==> src/rtl/mmio_byte_fifo_pkg.sv <==
// Shared definitions for the memory-mapped byte FIFO responder:
// register map, STATUS/CTRL bit positions and the default window base.
package mmio_byte_fifo_pkg;

  localparam int unsigned BUS_W    = 32;
  localparam int unsigned BYTE_W   = 8;
  localparam int unsigned STATUS_W = 6;
  localparam int unsigned CTRL_W   = 2;

  localparam logic [BUS_W-1:0] DEFAULT_BASE = 32'h4000_0020;

  typedef enum logic [1:0] {
    REG_TXDATA = 2'd0,
    REG_RXDATA = 2'd1,
    REG_STATUS = 2'd2,
    REG_CTRL   = 2'd3
  } reg_sel_e;

  localparam int unsigned ST_TX_EMPTY = 0;
  localparam int unsigned ST_TX_FULL  = 1;
  localparam int unsigned ST_RX_EMPTY = 2;
  localparam int unsigned ST_RX_FULL  = 3;
  localparam int unsigned ST_TX_OVF   = 4;
  localparam int unsigned ST_RX_OVF   = 5;

  localparam int unsigned CTRL_RX_IRQ_EN = 0;
  localparam int unsigned CTRL_TX_IRQ_EN = 1;

endpackage

==> src/rtl/mmio_byte_fifo_sync_fifo.sv <==
// Circular synchronous FIFO; push-when-full and pop-when-empty are ignored.
// dout reads as zero while empty so the head never exposes stale storage.
module mmio_byte_fifo_sync_fifo #(
  parameter int unsigned WIDTH = 8,
  parameter int unsigned DEPTH = 8
) (
  input  logic             clk,
  input  logic             rst_n,
  input  logic             push,
  input  logic             pop,
  input  logic [WIDTH-1:0] din,
  output logic [WIDTH-1:0] dout,
  output logic             empty,
  output logic             full
);

  localparam int unsigned AW = $clog2(DEPTH);
  localparam int unsigned CW = AW + 1;

  logic [WIDTH-1:0] mem_q [DEPTH];
  logic [AW-1:0]    wr_ptr_q, wr_ptr_d;
  logic [AW-1:0]    rd_ptr_q, rd_ptr_d;
  logic [CW-1:0]    count_q, count_d;
  logic             push_en, pop_en;

  assign empty   = (count_q == '0);
  assign full    = (count_q == CW'(DEPTH));
  assign push_en = push & ~full;
  assign pop_en  = pop & ~empty;
  assign dout    = empty ? '0 : mem_q[rd_ptr_q];

  always_comb begin
    wr_ptr_d = wr_ptr_q;
    rd_ptr_d = rd_ptr_q;
    count_d  = count_q;
    if (push_en) wr_ptr_d = wr_ptr_q + AW'(1);
    if (pop_en)  rd_ptr_d = rd_ptr_q + AW'(1);
    case ({push_en, pop_en})
      2'b10:   count_d = count_q + CW'(1);
      2'b01:   count_d = count_q - CW'(1);
      default: count_d = count_q;
    endcase
  end

  always_ff @(posedge clk or negedge rst_n) begin
    if (!rst_n) begin
      wr_ptr_q <= '0;
      rd_ptr_q <= '0;
      count_q  <= '0;
    end else begin
      wr_ptr_q <= wr_ptr_d;
      rd_ptr_q <= rd_ptr_d;
      count_q  <= count_d;
    end
  end

  // Storage needs no reset: it is only observable through dout when non-empty.
  always_ff @(posedge clk) begin
    if (push_en) mem_q[wr_ptr_q] <= din;
  end

endmodule

==> src/rtl/mmio_byte_fifo.sv <==
// MEM-stage bus responder with a CPU-to-stream TX FIFO, a stream-to-CPU RX FIFO,
// sticky overflow flags, interrupt enables and a level interrupt.
module mmio_byte_fifo
  import mmio_byte_fifo_pkg::*;
#(
  parameter logic [31:0] BASE  = DEFAULT_BASE,
  parameter int unsigned DEPTH = 8
) (
  input  logic        clk,
  input  logic        reset,
  input  logic        rd,
  input  logic        wr,
  input  logic [31:0] addr,
  input  logic [31:0] wdata,
  output logic [31:0] rdata,
  output logic        irqout,
  output logic        tx_valid,
  output logic [7:0]  tx_data,
  input  logic        tx_ready,
  input  logic        rx_valid,
  input  logic [7:0]  rx_data,
  output logic        rx_ready
);

  logic              hit;
  reg_sel_e          sel;
  logic              wr_tx, wr_status, wr_ctrl, rd_rx;
  logic              tx_empty, tx_full, rx_empty, rx_full;
  logic [BYTE_W-1:0] rx_head;
  logic              tx_ovf_q, tx_ovf_d;
  logic              rx_ovf_q, rx_ovf_d;
  logic [CTRL_W-1:0] ctrl_q, ctrl_d;
  logic [STATUS_W-1:0] status_c;
  logic              unused_bus_bits;

  assign unused_bus_bits = ^{addr[1:0], wdata[BUS_W-1:BYTE_W]};

  assign hit       = (addr[31:4] == BASE[31:4]);
  assign sel       = reg_sel_e'(addr[3:2]);
  assign wr_tx     = wr & hit & (sel == REG_TXDATA);
  assign wr_status = wr & hit & (sel == REG_STATUS);
  assign wr_ctrl   = wr & hit & (sel == REG_CTRL);
  assign rd_rx     = rd & hit & (sel == REG_RXDATA);

  mmio_byte_fifo_sync_fifo #(.WIDTH(BYTE_W), .DEPTH(DEPTH)) u_tx_fifo (
    .clk   (clk),
    .rst_n (reset),
    .push  (wr_tx),
    .pop   (tx_ready),
    .din   (wdata[BYTE_W-1:0]),
    .dout  (tx_data),
    .empty (tx_empty),
    .full  (tx_full)
  );

  mmio_byte_fifo_sync_fifo #(.WIDTH(BYTE_W), .DEPTH(DEPTH)) u_rx_fifo (
    .clk   (clk),
    .rst_n (reset),
    .push  (rx_valid),
    .pop   (rd_rx),
    .din   (rx_data),
    .dout  (rx_head),
    .empty (rx_empty),
    .full  (rx_full)
  );

  assign tx_valid = ~tx_empty;
  assign rx_ready = ~rx_full;

  always_comb begin
    status_c              = '0;
    status_c[ST_TX_EMPTY] = tx_empty;
    status_c[ST_TX_FULL]  = tx_full;
    status_c[ST_RX_EMPTY] = rx_empty;
    status_c[ST_RX_FULL]  = rx_full;
    status_c[ST_TX_OVF]   = tx_ovf_q;
    status_c[ST_RX_OVF]   = rx_ovf_q;
  end

  // Overflow set takes priority over a same-cycle W1C clear.
  always_comb begin
    tx_ovf_d = tx_ovf_q;
    rx_ovf_d = rx_ovf_q;
    ctrl_d   = ctrl_q;
    if (wr_status && wdata[ST_TX_OVF]) tx_ovf_d = 1'b0;
    if (wr_status && wdata[ST_RX_OVF]) rx_ovf_d = 1'b0;
    if (wr_tx && tx_full)              tx_ovf_d = 1'b1;
    if (rx_valid && rx_full)           rx_ovf_d = 1'b1;
    if (wr_ctrl)                       ctrl_d   = wdata[CTRL_W-1:0];
  end

  always_ff @(posedge clk or negedge reset) begin
    if (!reset) begin
      tx_ovf_q <= 1'b0;
      rx_ovf_q <= 1'b0;
      ctrl_q   <= '0;
    end else begin
      tx_ovf_q <= tx_ovf_d;
      rx_ovf_q <= rx_ovf_d;
      ctrl_q   <= ctrl_d;
    end
  end

  always_comb begin
    rdata = '0;
    if (rd && hit) begin
      case (sel)
        REG_RXDATA: rdata = BUS_W'(rx_head);
        REG_STATUS: rdata = BUS_W'(status_c);
        REG_CTRL:   rdata = BUS_W'(ctrl_q);
        default:    rdata = '0;
      endcase
    end
  end

  assign irqout = (ctrl_q[CTRL_RX_IRQ_EN] & ~rx_empty) |
                  (ctrl_q[CTRL_TX_IRQ_EN] & tx_empty);

endmodule

==> config.mk <==
export PLATFORM = sky130hd
export DESIGN_NAME = mmio_byte_fifo
export DESIGN_NICKNAME = d
export VERILOG_FILES = /design/src/rtl/mmio_byte_fifo_pkg.sv /design/src/rtl/mmio_byte_fifo_sync_fifo.sv /design/src/rtl/mmio_byte_fifo.sv
export SDC_FILE = /design/constraint.sdc
export NUM_CORES = 1
export LEC_CHECK = 0
export CAP_MARGIN = 5
export CORE_MARGIN = 8
export CORE_UTILIZATION = 40
export DETAILED_ROUTE_END_ITERATION = 8
export PLACE_DENSITY = 0.72
export SLEW_MARGIN = 25
export SYNTH_ARGS = -nofsm -noshare
export SYNTH_HDL_FRONTEND = slang
export SYNTH_SLANG_ARGS = --single-unit
==> constraint.sdc <==
create_clock -name clk -period 2.4 [get_ports clk]
set_input_delay 0.24 -clock clk [delete_from_list [all_inputs] [get_ports clk]]
set_output_delay 0.24 -clock clk [all_outputs]
set_load 0.01 [all_outputs]
# Yosys cells after proc, flatten, opt, wreduce, memory -nomap -nowiden
# Memories as Yosys holds them, arrays and structs flattened.
# Index checks and enable logic that the tools add are counted.
# totals
register_bits	24
latchBits	0
mem_bits_rw	128
mem_bits_ro	0
in_bits	78
out_inout_bits	43
mem_count	2
# classes
add_sub_neg	8
n_mul	0
n_div	0
magnitude_cmp	0
n_eq_ne	10
n_shift	0
n_mux	14
bitwise	17
reduce_logical	12
# memory_table
name	words	width	read_ports	rd_clocked_by_memory_dff	write_ports	line_no	rtl
u_rx_fifo.mem_q	8	8	1	0	1	mmio_byte_fifo_sync_fifo.sv:20	logic [WIDTH-1:0] mem_q [DEPTH];
u_tx_fifo.mem_q	8	8	1	0	1	mmio_byte_fifo_sync_fifo.sv:20	
# op_table
operator	n
2-to-1 mux 32 bit	1
== test 28 x 27 -> 1 bit, second input constant	1
one-hot mux 8 bit (3 select lines)	1
2-to-1 mux 8 bit	2
one-hot mux 4 bit (2 select lines)	2
adder 3 x 1 -> 3 bit, second input constant	4
AND 1 bit	12
adder 4 x 1 -> 4 bit, second input constant	2
== test 2 bit, second input constant	4
== test 4 bit, second input constant	2
zero test 4 bit	2
2-to-1 mux 1 bit	8
nonzero test 2 bit	4
subtractor 4 x 1 -> 4 bit, second input constant	2
== test 2 x 1 -> 1 bit, second input constant	3
logical AND 1 bit	5
inverter 1 bit	4
zero test 2 bit	1
OR 1 bit	1

# Logic depth before layout (Yosys ltp)
# Gate-level depths: netlist of run 1.
# depth
depth_word	6
ltp_mapped	13
mapped_depth_nobuf	11

# Hierarchy
# Synthesis of run 1 repeated with hierarchy kept, for this count alone.
# unflattened
cells_unflattened	409
area_unflattened_um2	6757.7
# modules_own_cells
mod	n_inst	cells_each	area_per_inst_um2	seq_area_each_um2
mmio_byte_fifo_sync_fifo	2	163	3045.4	2172.1
mmio_byte_fifo	1	83	666.9	100.1

# Worst setup path after synthesis of run 1
# Ideal clock, no wire load.
# synth_path
kind	register to register
startpoint	register u_tx_fifo.count_q[1]
endpoint	register u_tx_fifo.count_q[2]
setup_time_ns	0.127
arrival_time_ns	2.278
t_required_ns	2.273
slack_ns	-0.006
stages_incl_launch_ff	13
n_path_buf	2
cell_sequence	dfrtp_1 buf_2 nor4_1 inv_1 and2_1 buf_6 ha_1 xor2_1 ha_1 a21oi_1 xor2_1 nor2_1 xor2_1
# synth_via
elab_chain_len	5
word_cells_on_any_way	12
# synth_rtl
element	line_no	rtl
start: declaration	mmio_byte_fifo_sync_fifo.sv:23	logic [CW-1:0] count_q, count_d;
start signal: assignment	mmio_byte_fifo_sync_fifo.sv:53	count_q <= count_d;
zero test 4 bit (*)	mmio_byte_fifo_sync_fifo.sv:26	assign empty = (count_q == '0);
inverter 1 bit (*)	n/a	
named net tx_valid	mmio_byte_fifo.sv:17	output logic tx_valid,
AND 1 bit (*)	mmio_byte_fifo_sync_fifo.sv:29	assign pop_en = pop & ~empty;
named net u_tx_fifo.pop_en	mmio_byte_fifo_sync_fifo.sv:24	logic push_en, pop_en;
== test 2 x 1 -> 1 bit or == test 2 bit (tied branches)	mmio_byte_fifo_sync_fifo.sv:38	case ({push_en, pop_en})
one-hot mux 4 bit (2 select lines) or nonzero test 2 bit (tied branches)	n/a	
# The timed path passes the listed nets; every way through them passes the cells marked *.
# A chain may end at the register's enable or synchronous reset.

# Worst setup path after layout of run 1
# layout_path
startpoint	register u_rx_fifo.rd_ptr_q[1]
endpoint	output rdata[4]
# layout_via
elab_chain_len	4
# layout_rtl
element	line_no	rtl
start: declaration	mmio_byte_fifo_sync_fifo.sv:22	logic [AW-1:0] rd_ptr_q, rd_ptr_d;
start signal: assignment	mmio_byte_fifo_sync_fifo.sv:52	rd_ptr_q <= rd_ptr_d;
memory (8 x 8 bit)	n/a	
2-to-1 mux 8 bit	mmio_byte_fifo_sync_fifo.sv:30	assign dout = empty ? '0 : mem_q[rd_ptr_q];
one-hot mux 8 bit (3 select lines)	mmio_byte_fifo.sv:107	case (sel)
2-to-1 mux 32 bit	mmio_byte_fifo.sv:106	if (rd && hit) begin
end: declaration	mmio_byte_fifo.sv:15	output logic [31:0] rdata,
# No other way between the ends.

==> out/qor.yml, run 1 <==
io_buffers: 70
final_core_util: 0.537
grt_first_pass_wirelength_um: 23100
setup_viol: 4
initial_core_util: 0.404
ys_seq_area_frac: 0.645
wl_per_cell_um: 19.8
layout_min_cycle_time_ns: 2.46
p_per_area_mw_per_mm2: 754
leakagePower_nw: 3.44
peakVddDrop_mv: 0.895
ys.flop_type: "edfxtp_1"
status: "complete, but fails checks"
drt_wl_total_um: 15300
r2r-end: "u_tx_fifo.count_q[2]"
fin_nets: 624
netlist_instances: 397
numCtsBuffers: 17
dr_total_vias: 3944
area_growth_pct: 33.0
drt-vias-per-instance: 5.10
switchingPower_w: 0.00161
synth_edf_count: 128
overflow: 0
power_frac_seq: 0.467
coreArea_mm2: 0.0171
drv_slew: 0
antenna_found_initial: 0
arrival_ns: 2.22
clk_pin_slew_ns: 0.06
grt_usage: 0.142
worstRegToRegCells: 10
crit_slowest_cell: "dfrtp_2"
die_w_um: 147
clock_path_buffers: 2
rrSetupSlack_ns: 0.11
grt_setup_unrepaired: "yes"
drc: 0
cp-start-kind: "register"
tightest_slew_ns: 0.948
numClockSinks: 152
firstDrtPassIters: 4
path_max_fanout: 4
intPower_w: 0.00530
max_stage_delay_ns: 0.43
totalNegativeSetupSlack_ns: -0.208
grt_pass1_vias: 4238
ctsRootBufferMaster: "clkbuf_16"
hpwlAfterDp_um: 10000
crit_type: "register to output pin"
drive_gt1_frac: 0.359
crit_chain: "buf_6 > buf_6 > buf_4 > mux4_2 > mux2_4 > a22oi_2 > nor2_1 > buf_2"
drtIter0Drc: 198
htree_levels: 4
die_area_mm2: 0.0217
worstPathRequired_ns: 2.16
maxCapViolCount: 0
min_period_over_period: 1.03
antenna_left: 0
clk_latency_ns: 0.43
pre_cts_ws_ns: -0.417
r2r-start: "u_tx_fifo.count_q[1]"
grt.busiest_layer: "met2"
finalClockSkew_ns: 0.00695
maxSlewHeadroom: 0.366
use_met2: 0.253
p_clk_frac: 0.422
fin_ws_ns: -0.0623
ys_seq_elements: 152
switching_share: 0.233
grt_max_degree: 25
crit_top_cell: "buf_6"
io_pins: 121
use_met1: 0.153
syn-cell-area_mm2: 0.00689
avgSynthCellArea_um2: 17.4
std_cell_rows: 48
failed_checks: "negative setup slack"
finalHoldWorstSlack_ns: 0.193
finalWeightedCongestion: 0.753
async_reset_ff_frac: 0.158
filler_cell_count: 1359
use_met3: 0.0421
p_comb_frac: 0.111
fp.dieH_um: 147
tritoncts: "built"
finalHoldViolCount: 0
antenna_cells: 0
yosysWarningCount: 0
timing.critical_path.to_type: "output pin"
fmax_mhz: 406
min_path_type: "input port to asynchronous set/reset pin"
ys_types: 60
[kinds of logic after synthesis]
family                     synth area share
xor gates and xnor gates             0.0216
muxes                                 0.145
and+or+nand+nor                       0.101
other                              0.000544
DFF                                   0.645
adders and majority gates            0.0182
buffers and inverters                0.0463
AOI/OAI and AO/OA                    0.0222
[metal layers]
metal,vias to the layer above,routed length (µm)
met2,101,8280
met4,0,367
met5,-,0
met1,2014,5850
li1,1795,-
met3,34,845
[metrics by stage]
stage | std cells | cell area [µm²] | power, W
4_1_cts | 769 | 9000 | 0.00690
3_5_place_dp | 724 | 8160 | 0.00398
2_1_floorplan | 420 | 6980 | 0.00365
5_1_grt | 774 | 9160 | 0.00716
3_3_place_gp | 724 | 8160 | 0.00393
6_report | 774 | 9160 | 0.00691
[sequential cells by signal, indices dropped and copies added (netlist names)]
| register | flops |
|---|---|
| u_rx_fifo.mem_q | 64 |
| u_tx_fifo.mem_q | 64 |
| u_rx_fifo.count_q | 4 |
| u_tx_fifo.count_q | 4 |
| u_rx_fifo.rd_ptr_q | 3 |
| u_rx_fifo.wr_ptr_q | 3 |
| u_tx_fifo.rd_ptr_q | 3 |
| u_tx_fifo.wr_ptr_q | 3 |
| ctrl_q | 2 |
| rx_ovf_q | 1 |
| tx_ovf_q | 1 |
[Yosys cell counts, drive strengths merged (2+ instances only)]
cell / n / area, µm²
nand3b: 3 / 35.0
nor3: 8 / 71.3
and3: 2 / 12.5
nor4: 9 / 123
nand4: 4 / 46.3
edfxtp: 128 / 3840
mux2i: 10 / 100
a311oi: 2 / 30.0
and4b: 3 / 30.0
dfrtp: 24 / 601
clkbuf: 4 / 16.3
nor4b: 4 / 60.1
inv: 7 / 26.3
xnor2: 5 / 43.8
a22oi: 4 / 35.0
and2: 2 / 12.5
buf: 37 / 277
nor2: 25 / 93.8
o21bai: 2 / 15.0
nand2: 19 / 71.3
mux2: 13 / 154
nand2b: 6 / 37.5
ha: 10 / 125
a21oi: 5 / 25.0
xor2: 12 / 105
mux4: 32 / 747
[how the worst max path moves through the flow]
stage                                from                    to  slack (ns)  cells past startpoint
detailed placement                addr[9]  u_tx_fifo.count_q[2]       -0.42                     13
CTS                 u_rx_fifo.rd_ptr_q[1]              rdata[3]       -0.16                      6
global placement                 addr[27]              rdata[2]       -0.36                      7
finish              u_rx_fifo.rd_ptr_q[1]              rdata[4]       -0.06                      8
global route        u_rx_fifo.rd_ptr_q[1]              rdata[4]       -0.13                      8
floorplan            u_tx_fifo.count_q[3]  u_tx_fifo.count_q[2]        0.02                     12
[power groups by stage]
stage	Combinational, W	Sequential [W]	Clock [W]
finish	0.000770	0.00323	0.00292
global route	0.000842	0.00324	0.00307
CTS	0.000735	0.00321	0.00295
floorplan	0.000423	0.00323	0
global placement	0.000684	0.00325	0
detailed placement	0.000715	0.00327	0
[cell type report]
class / count / area (µm²) / area share
clock buffers: 17 / 425 / 0.0464
clock inverters: 15 / 226 / 0.0247
inverters: 7 / 26.3 / 0.00287
multi-input cells: 220 / 2360 / 0.258
flip-flops and latches: 152 / 4450 / 0.486
well taps: 225 / 282 / 0.0307
repair buffers: 138 / 1390 / 0.151
[placed cells by master (no fill, tap or decap), types with 5 or more instances in the layout]
master and count:
edfxtp_1 128, buf_4 50, clkdlybuf4s50_1 43, mux4_2 28, conb_1 24, nor2_1 23, nand2_1 18, clkbuf_16 18
dfrtp_1 17, xor2_1 12, buf_12 12, dlymetal6s2s_1 10, mux2i_1 9, ha_1 7, dlygate4sd2_1 7, buf_2 7
dfrtp_2 7, nor4_4 6, mux2_4 6, nand2b_1 6, clkinvlp_4 6, xnor2_1 5, bufinv_16 5
[worst max-delay path, delay by kind of cell, from the launching register on]
family	cells	cell delay, ns
flip-flops	1	0.43
AND/OR/NAND/NOR	1	0.05
buffers and inverters	4	0.52
AO/OA/AOI/OAI	1	0.11
multiplexers	2	0.67
[timing repair]
item / 4_1_cts / 5_1_grt
pin swaps: 6 / 21
gates resized for setup: 56 / 45
buffers inserted: 13 / 5
endpoints found under the setup margin: 18 / 16
gates cloned: 1 / 1
hold buffers: 0 / 0
No activity file was read; power rests on OpenSTA's default activity.
==> run 2, diff against run 1 <==
--- a/config.mk
+++ b/config.mk
@@ -6,7 +6,7 @@
 export NUM_CORES = 1
 export LEC_CHECK = 0
 export CAP_MARGIN = 5
-export CORE_MARGIN = 8
+export CORE_MARGIN = 5
 export CORE_UTILIZATION = 40
 export DETAILED_ROUTE_END_ITERATION = 8
 export PLACE_DENSITY = 0.72
==> out/qor.yml, run 2 (synthesis results as in run 1) <==
cp-start-kind: "register"  # unchanged
arrival_ns: 2.18  # was 2.22 ns
layout_min_cycle_time_ns: 2.42  # was 2.46 ns
antenna_left: 0  # unchanged
ctsRootBufferMaster: "clkbuf_16"  # unchanged
mostFrequentLayoutCells: "128 x edfxtp_1, 54 x buf_4, 45 x clkdlybuf4s50_1"  # was 128 x edfxtp_1, 50 x buf_4, 43 x clkdlybuf4s50_1
dr_total_vias: 3854  # was 3944
overflow: 0  # unchanged
finalClockSkew_ns: 0.00788  # was 0.00695 ns
area_growth_pct: 31.4  # was 33.0%
drc: 0  # unchanged
status: "complete, but fails checks"  # unchanged
p_total_w: 0.00686  # was 0.00691 W
antenna_found_initial: 0  # unchanged
fmax_mhz: 412  # was 406 MHz
htree_levels: 4  # unchanged
layout_commonest_cell: "edfxtp_1"  # unchanged
path_max_fanout: 7  # was 4
finalHoldViolCount: 0  # unchanged
finalWeightedCongestion: 0.754  # was 0.753
final_core_util: 0.529  # was 0.537
drv_slew: 0  # unchanged
std_cell_rows: 48  # unchanged
grt_max_degree: 25  # unchanged
maxSlewHeadroom: 0.344  # was 0.366
crit_top_cell: "buf_6"  # unchanged
crit_slowest_cell: "mux4_2"  # was dfrtp_2
timing.critical_path.to_type: "output pin"  # unchanged
initial_core_util: 0.403  # was 0.404
die_area_mm2: 0.0200  # was 0.0217 mm²
ctsHoldBuffers: 0  # unchanged
setup_viol: 2  # was 4
wl_per_cell_um: 18.6  # was 19.8 µm
path_buf_inv: 3  # was 4
grt_usage: 0.148  # was 0.142
failed_checks: "negative setup slack"  # unchanged
tightest_slew_ns: 0.981  # was 0.948 ns
tritoncts: "built"  # unchanged
reg_top3: "u_rx_fifo.mem_q: 64 flops, u_tx_fifo.mem_q: 64 flops"  # unchanged
firstDrtPassIters: 4  # unchanged
min_path_type: "input port to asynchronous set/reset pin"  # unchanged
numCtsBuffers: 17  # unchanged
leakagePower_nw: 3.41  # was 3.44 nW
drt-vias-per-instance: 4.99  # was 5.10
antenna_cells: 0  # unchanged
crit_type: "register to output pin"  # unchanged
grt_setup_unrepaired: "yes"  # unchanged
peakVddDrop_mv: 0.485  # was 0.895 mV
cp_top_family: "multiplexers"  # unchanged
max_stage_delay_ns: 0.47  # was 0.43 ns
clk_pin_slew_ns: 0.06  # about the same
fin_ws_ns: -0.0245  # was -0.0623 ns
filler_cell_count: 1358  # was 1359
min_period_over_period: 1.01  # was 1.03
die_w_um: 141  # was 147 µm
grt_pass1_vias: 4001  # was 4238
coreArea_mm2: 0.0171  # about the same
hpwlAfterDp_um: 9710  # was 10000 µm
io_buffers: 70  # unchanged
clk_latency_ns: 0.42  # was 0.43 ns
worstPathRequired_ns: 2.16  # about the same
fp.dieH_um: 141  # was 147 µm
numClockSinks: 152  # unchanged
drt_wl_total_um: 14400  # was 15300 µm
p_per_area_mw_per_mm2: 757  # was 754 mW/mm²
maxCapViolCount: 0  # unchanged
totalNegativeSetupSlack_ns: -0.0266  # was -0.208 ns
clock_path_buffers: 2  # unchanged
drtIter0Drc: 181  # was 198
crit_chain: "buf_6 > buf_6 > mux4_2 > mux2_4 > a22oi_2 > nor2_2 > buf_2"  # was buf_6 > buf_6 > buf_4 > mux4_2 > mux2_4 > a22oi_2 > nor2_1 > buf_2
fin_nets: 623  # was 624
io_pins: 121  # unchanged
finalHoldWorstSlack_ns: 0.203  # was 0.193 ns
drive_gt1_frac: 0.345  # was 0.359
grt_first_pass_wirelength_um: 22000  # was 23100 µm
run 2: changes by cell type in the layout (fill, tap and decap cells not counted), moves of 3 or more:
cell / previous run / this run
buf_12: 12 / 7
buf_4: 50 / 54
clkinv_4: 2 / 5
clkinvlp_4: 6 / 1
dlygate4sd2_1: 7 / 11
run 2: final timing paths:
check | slack, ns | to | depth (start not counted) | from
worst max-delay path | -0.02 | rdata[3] | 7 | u_rx_fifo.rd_ptr_q[1]
worst min-delay path | 0.20 | rx_ovf_q | 2 | reset
worst max register to register | 0 | u_tx_fifo.count_q[2] | 11 | u_tx_fifo.count_q[0]
worst min register to register | 0.53 | u_rx_fifo.count_q[3] | 1 | u_rx_fifo.count_q[3]
max in group asynchronous | 1.91 | u_rx_fifo.rd_ptr_q[0] | 2 | reset
min in group clk | 0.41 | rx_ovf_q | 6 | addr[20]
run 2: power by group:
part	internal (W)	total [W]	switching, W
registers	0.00310	0.00322	0.000121
clock network	0.00181	0.00287	0.00106
logic	0.000366	0.000775	0.000410
total	0.00527	0.00686	0.00159
run 2: per-layer routing:
metal,part of all wire,vias to the layer above,track usage
met5,0,-,0
met2,0.54,115,0.262
li1,-,1779,-
met4,0.020,0,0.0546
met3,0.050,26,0.0381
met1,0.39,1934,0.173
run 2: repair_timing:
item                       CTS  global route
setup buffers                7             7
setup endpoints to repair   18            12
resized for setup           50            31
pin swaps                    5            20
gates cloned                 0             1
run 2: through the flow:
step,instance area [µm²],cells,setup slack (ns)
after floorplan,6980,420,0.0226
after global placement,8140,726,-0.300
after detailed placement,8140,726,-0.413
after CTS,8850,765,-0.0387
after global routing,9050,773,-0.111
final,9050,773,-0.0245
run 2: cell type report:
type	instances	area, µm²	area share
Inverter	7	26.3	0.00290
Sequential cell	152	4450	0.492
Timing Repair Buffer	137	1300	0.144
Clock inverter	13	194	0.0214
Tap cell	225	282	0.0311
Multi-Input combinational cell	220	2340	0.259
Clock buffer	19	453	0.0500
run 2: worst reg2reg max path, delay by kind of cell, from the launching register on:
family,cells,cell delay [ns]
adders and majority gates,2,0.34
buffers and inverters,1,0.09
AOI/OAI and AO/OA,1,0.13
xor gates and xnor gates,3,0.50
and+or+nand+nor,4,0.78
DFF,1,0.45
==> run 3, diff against run 2 <==
==> constraint.sdc (replaced) <==
create_clock -name clk -period 2.4 [get_ports clk]
set_input_delay 0.72 -clock clk [delete_from_list [all_inputs] [get_ports clk]]
set_output_delay 0.72 -clock clk [all_outputs]
set_load 0.01 [all_outputs]
==> out/qor.yml, run 3 (synthesis results as in run 1) <==
finalHoldViolCount: 0  # unchanged
tritoncts: "built"  # unchanged
worstRegToRegCells: 12  # was 11
cp-start-kind: "register"  # unchanged
crit_type: "register to output pin"  # unchanged
reg_top3: "u_rx_fifo.mem_q: 64 flops, u_tx_fifo.mem_q: 64 flops"  # unchanged
use_met3: 0.0391  # was 0.0381
timing.critical_path.to_type: "output pin"  # unchanged
clock_path_buffers: 2  # unchanged
p_clk_frac: 0.368  # was 0.418
worstPathRequired_ns: 1.68  # was 2.16 ns
path_buf_inv: 3  # unchanged
max_stage_delay_ns: 0.49  # was 0.47 ns
use_met1: 0.195  # was 0.173
clk_pin_slew_ns: 0.06  # about the same
holdPathStages: 1
antenna_left: 0  # unchanged
numCtsBuffers: 17  # unchanged
initial_core_util: 0.403  # unchanged
dr_total_vias: 4079  # was 3854
grt_first_pass_wirelength_um: 24400  # was 22000 µm
grt.busiest_layer: "met2"  # unchanged
setup_viol: 20  # was 2
p_total_w: 0.00662  # was 0.00686 W
fin_nets: 657  # was 623
maxCapViolCount: 0  # unchanged
power_frac_seq: 0.484  # was 0.469
fin_ws_ns: -0.496  # was -0.0245 ns
drv_slew: 0  # unchanged
layout_commonest_cell: "edfxtp_1"  # unchanged
multi_input_area_mm2: 0.00244  # was 0.00234 mm²
drtIter0Drc: 231  # was 181
crit_chain: "buf_12 > buf_8 > mux4_2 > mux2_4 > a22oi_2 > nor2_4 > buf_6"  # was buf_6 > buf_6 > mux4_2 > mux2_4 > a22oi_2 > nor2_2 > buf_2
finalClockSkew_ns: 0.00906  # was 0.00788 ns
arrival_ns: 2.18  # about the same
filler_cell_count: 1357  # was 1358
drt-vias-per-instance: 5.05  # was 4.99
area_growth_pct: 34.5  # was 31.4%
die_area_mm2: 0.0200  # unchanged
cp.depth: 7  # unchanged
cp_top_family: "multiplexers"  # unchanged
switching_share: 0.248  # was 0.232
leakagePower_nw: 3.50  # was 3.41 nW
layout_min_cycle_time_ns: 2.90  # was 2.42 ns
std_cell_rows: 48  # unchanged
use_met2: 0.289  # was 0.262
io_pins: 121  # unchanged
failed_checks: "negative setup slack"  # unchanged
drt_wl_total_um: 15800  # was 14400 µm
io_buffers: 70  # unchanged
mostFrequentLayoutCells: "128 x edfxtp_1, 71 x buf_4, 31 x mux4_2, 31 x buf_6, 27 x buf_2"  # was 128 x edfxtp_1, 54 x buf_4, 45 x clkdlybuf4s50_1
wl_per_cell_um: 19.5  # was 18.6 µm
drive_gt1_frac: 0.457  # was 0.345
crit_slowest_cell: "mux4_2"  # unchanged
p_comb_frac: 0.148  # was 0.113
finalWeightedCongestion: 0.754  # about the same
finalHoldWorstSlack_ns: 0.547  # was 0.203 ns
intPower_w: 0.00497  # was 0.00527 W
antenna_found_initial: 0  # unchanged
path_max_fanout: 5  # was 7
min_period_over_period: 1.21  # was 1.01
finalInstanceArea_mm2: 0.00927  # was 0.00905 mm²
peakVddDrop_mv: 0.758  # was 0.485 mV
die_w_um: 141  # unchanged
htree_levels: 4  # unchanged
grt_setup_unrepaired: "yes"  # unchanged
clk_latency_ns: 0.43  # was 0.42 ns
status: "complete, but fails checks"  # unchanged
regArea_mm2: 0.00445  # about the same
fmax_mhz: 345  # was 412 MHz
ctsHoldBuffers: 0  # unchanged
hpwlAfterDp_um: 10600  # was 9710 µm
firstDrtPassIters: 4  # unchanged
place_area_mm2: 0.00844  # was 0.00814 mm²
antenna_cells: 0  # unchanged
switchingPower_w: 0.00164  # was 0.00159 W
p_per_area_mw_per_mm2: 714  # was 757 mW/mm²
min_path_type: "register to register"  # was input port to asynchronous set/reset pin
drc: 0  # unchanged
fp.dieH_um: 141  # unchanged
grt_pass1_vias: 4429  # was 4001
grt_usage: 0.164  # was 0.148
ctsRootBufferMaster: "clkbuf_16"  # unchanged
numClockSinks: 152  # unchanged
overflow: 0  # unchanged
grt_max_degree: 25  # unchanged
coreArea_mm2: 0.0171  # unchanged
[run 3: layout make-up]
class	instances	area share
inverter	7	0.00311
clock buffer	18	0.0463
tap	225	0.0304
timing repair buffer	171	0.164
sequential	152	0.480
clock inverter	14	0.0117
multi-input combinational	220	0.264
[run 3: power by group through the flow]
stage               logic [W]  clock network (W)  registers [W]
CTS                  0.000944            0.00248        0.00320
finish               0.000977            0.00244        0.00320
global route          0.00105            0.00261        0.00322
floorplan            0.000443                  0        0.00323
global placement     0.000819                  0        0.00322
detailed placement   0.000848                  0        0.00324
[run 3: path summary, 6_finish.rpt]
| check | from | endpoint | slack, ns |
|---|---|---|---|
| max | u_rx_fifo.rd_ptr_q[1] | rdata[5] | -0.50 |
| min | ctrl_q[0] | ctrl_q[0] | 0.55 |
| max reg2reg | u_tx_fifo.count_q[3] | u_tx_fifo.count_q[2] | -0.04 |
| min reg2reg | ctrl_q[0] | ctrl_q[0] | 0.55 |
| max in group asynchronous | reset | u_rx_fifo.rd_ptr_q[2] | 1.45 |
| min in group asynchronous | reset | u_tx_fifo.rd_ptr_q[0] | 0.67 |
[run 3: worst register-to-register path, delay by kind of cell, from the launching register on]
kind / cells / cell delay [ns]
buffers and inverters: 2 / 0.23
adder cells (fa/ha/maj): 2 / 0.33
AO/OA/AOI/OAI: 1 / 0.13
XOR/XNOR: 3 / 0.44
AND/OR/NAND/NOR: 4 / 0.75
flip-flops: 1 / 0.42
[run 3: metrics by stage]
step           TNS, ns  setup slack [ns]  instances   util
6_report         -5.52            -0.496        807  0.541
4_1_cts          -6.72            -0.552        804  0.540
3_5_place_dp    -58.79             -1.31        747  0.493
3_3_place_gp    -53.36             -1.26        747  0.493
5_1_grt          -7.39            -0.573        807  0.541
2_1_floorplan    -2.07            -0.301        420      -
[run 3: per-layer routing]
metal,share of wire,routed length [µm],vias up
met2,0.55,8650,119
met3,0.042,661,32
li1,-,-,1845
met5,0,0,-
met4,0.024,382,0
met1,0.38,6060,2083
[run 3: timing repair]
item / 4_1_cts / 5_1_grt
setup endpoints to repair: 90 / 24
gates cloned: 1 / 0
resized for setup: 242 / 25
buffers inserted: 31 / 11
pin swaps: 36 / 26
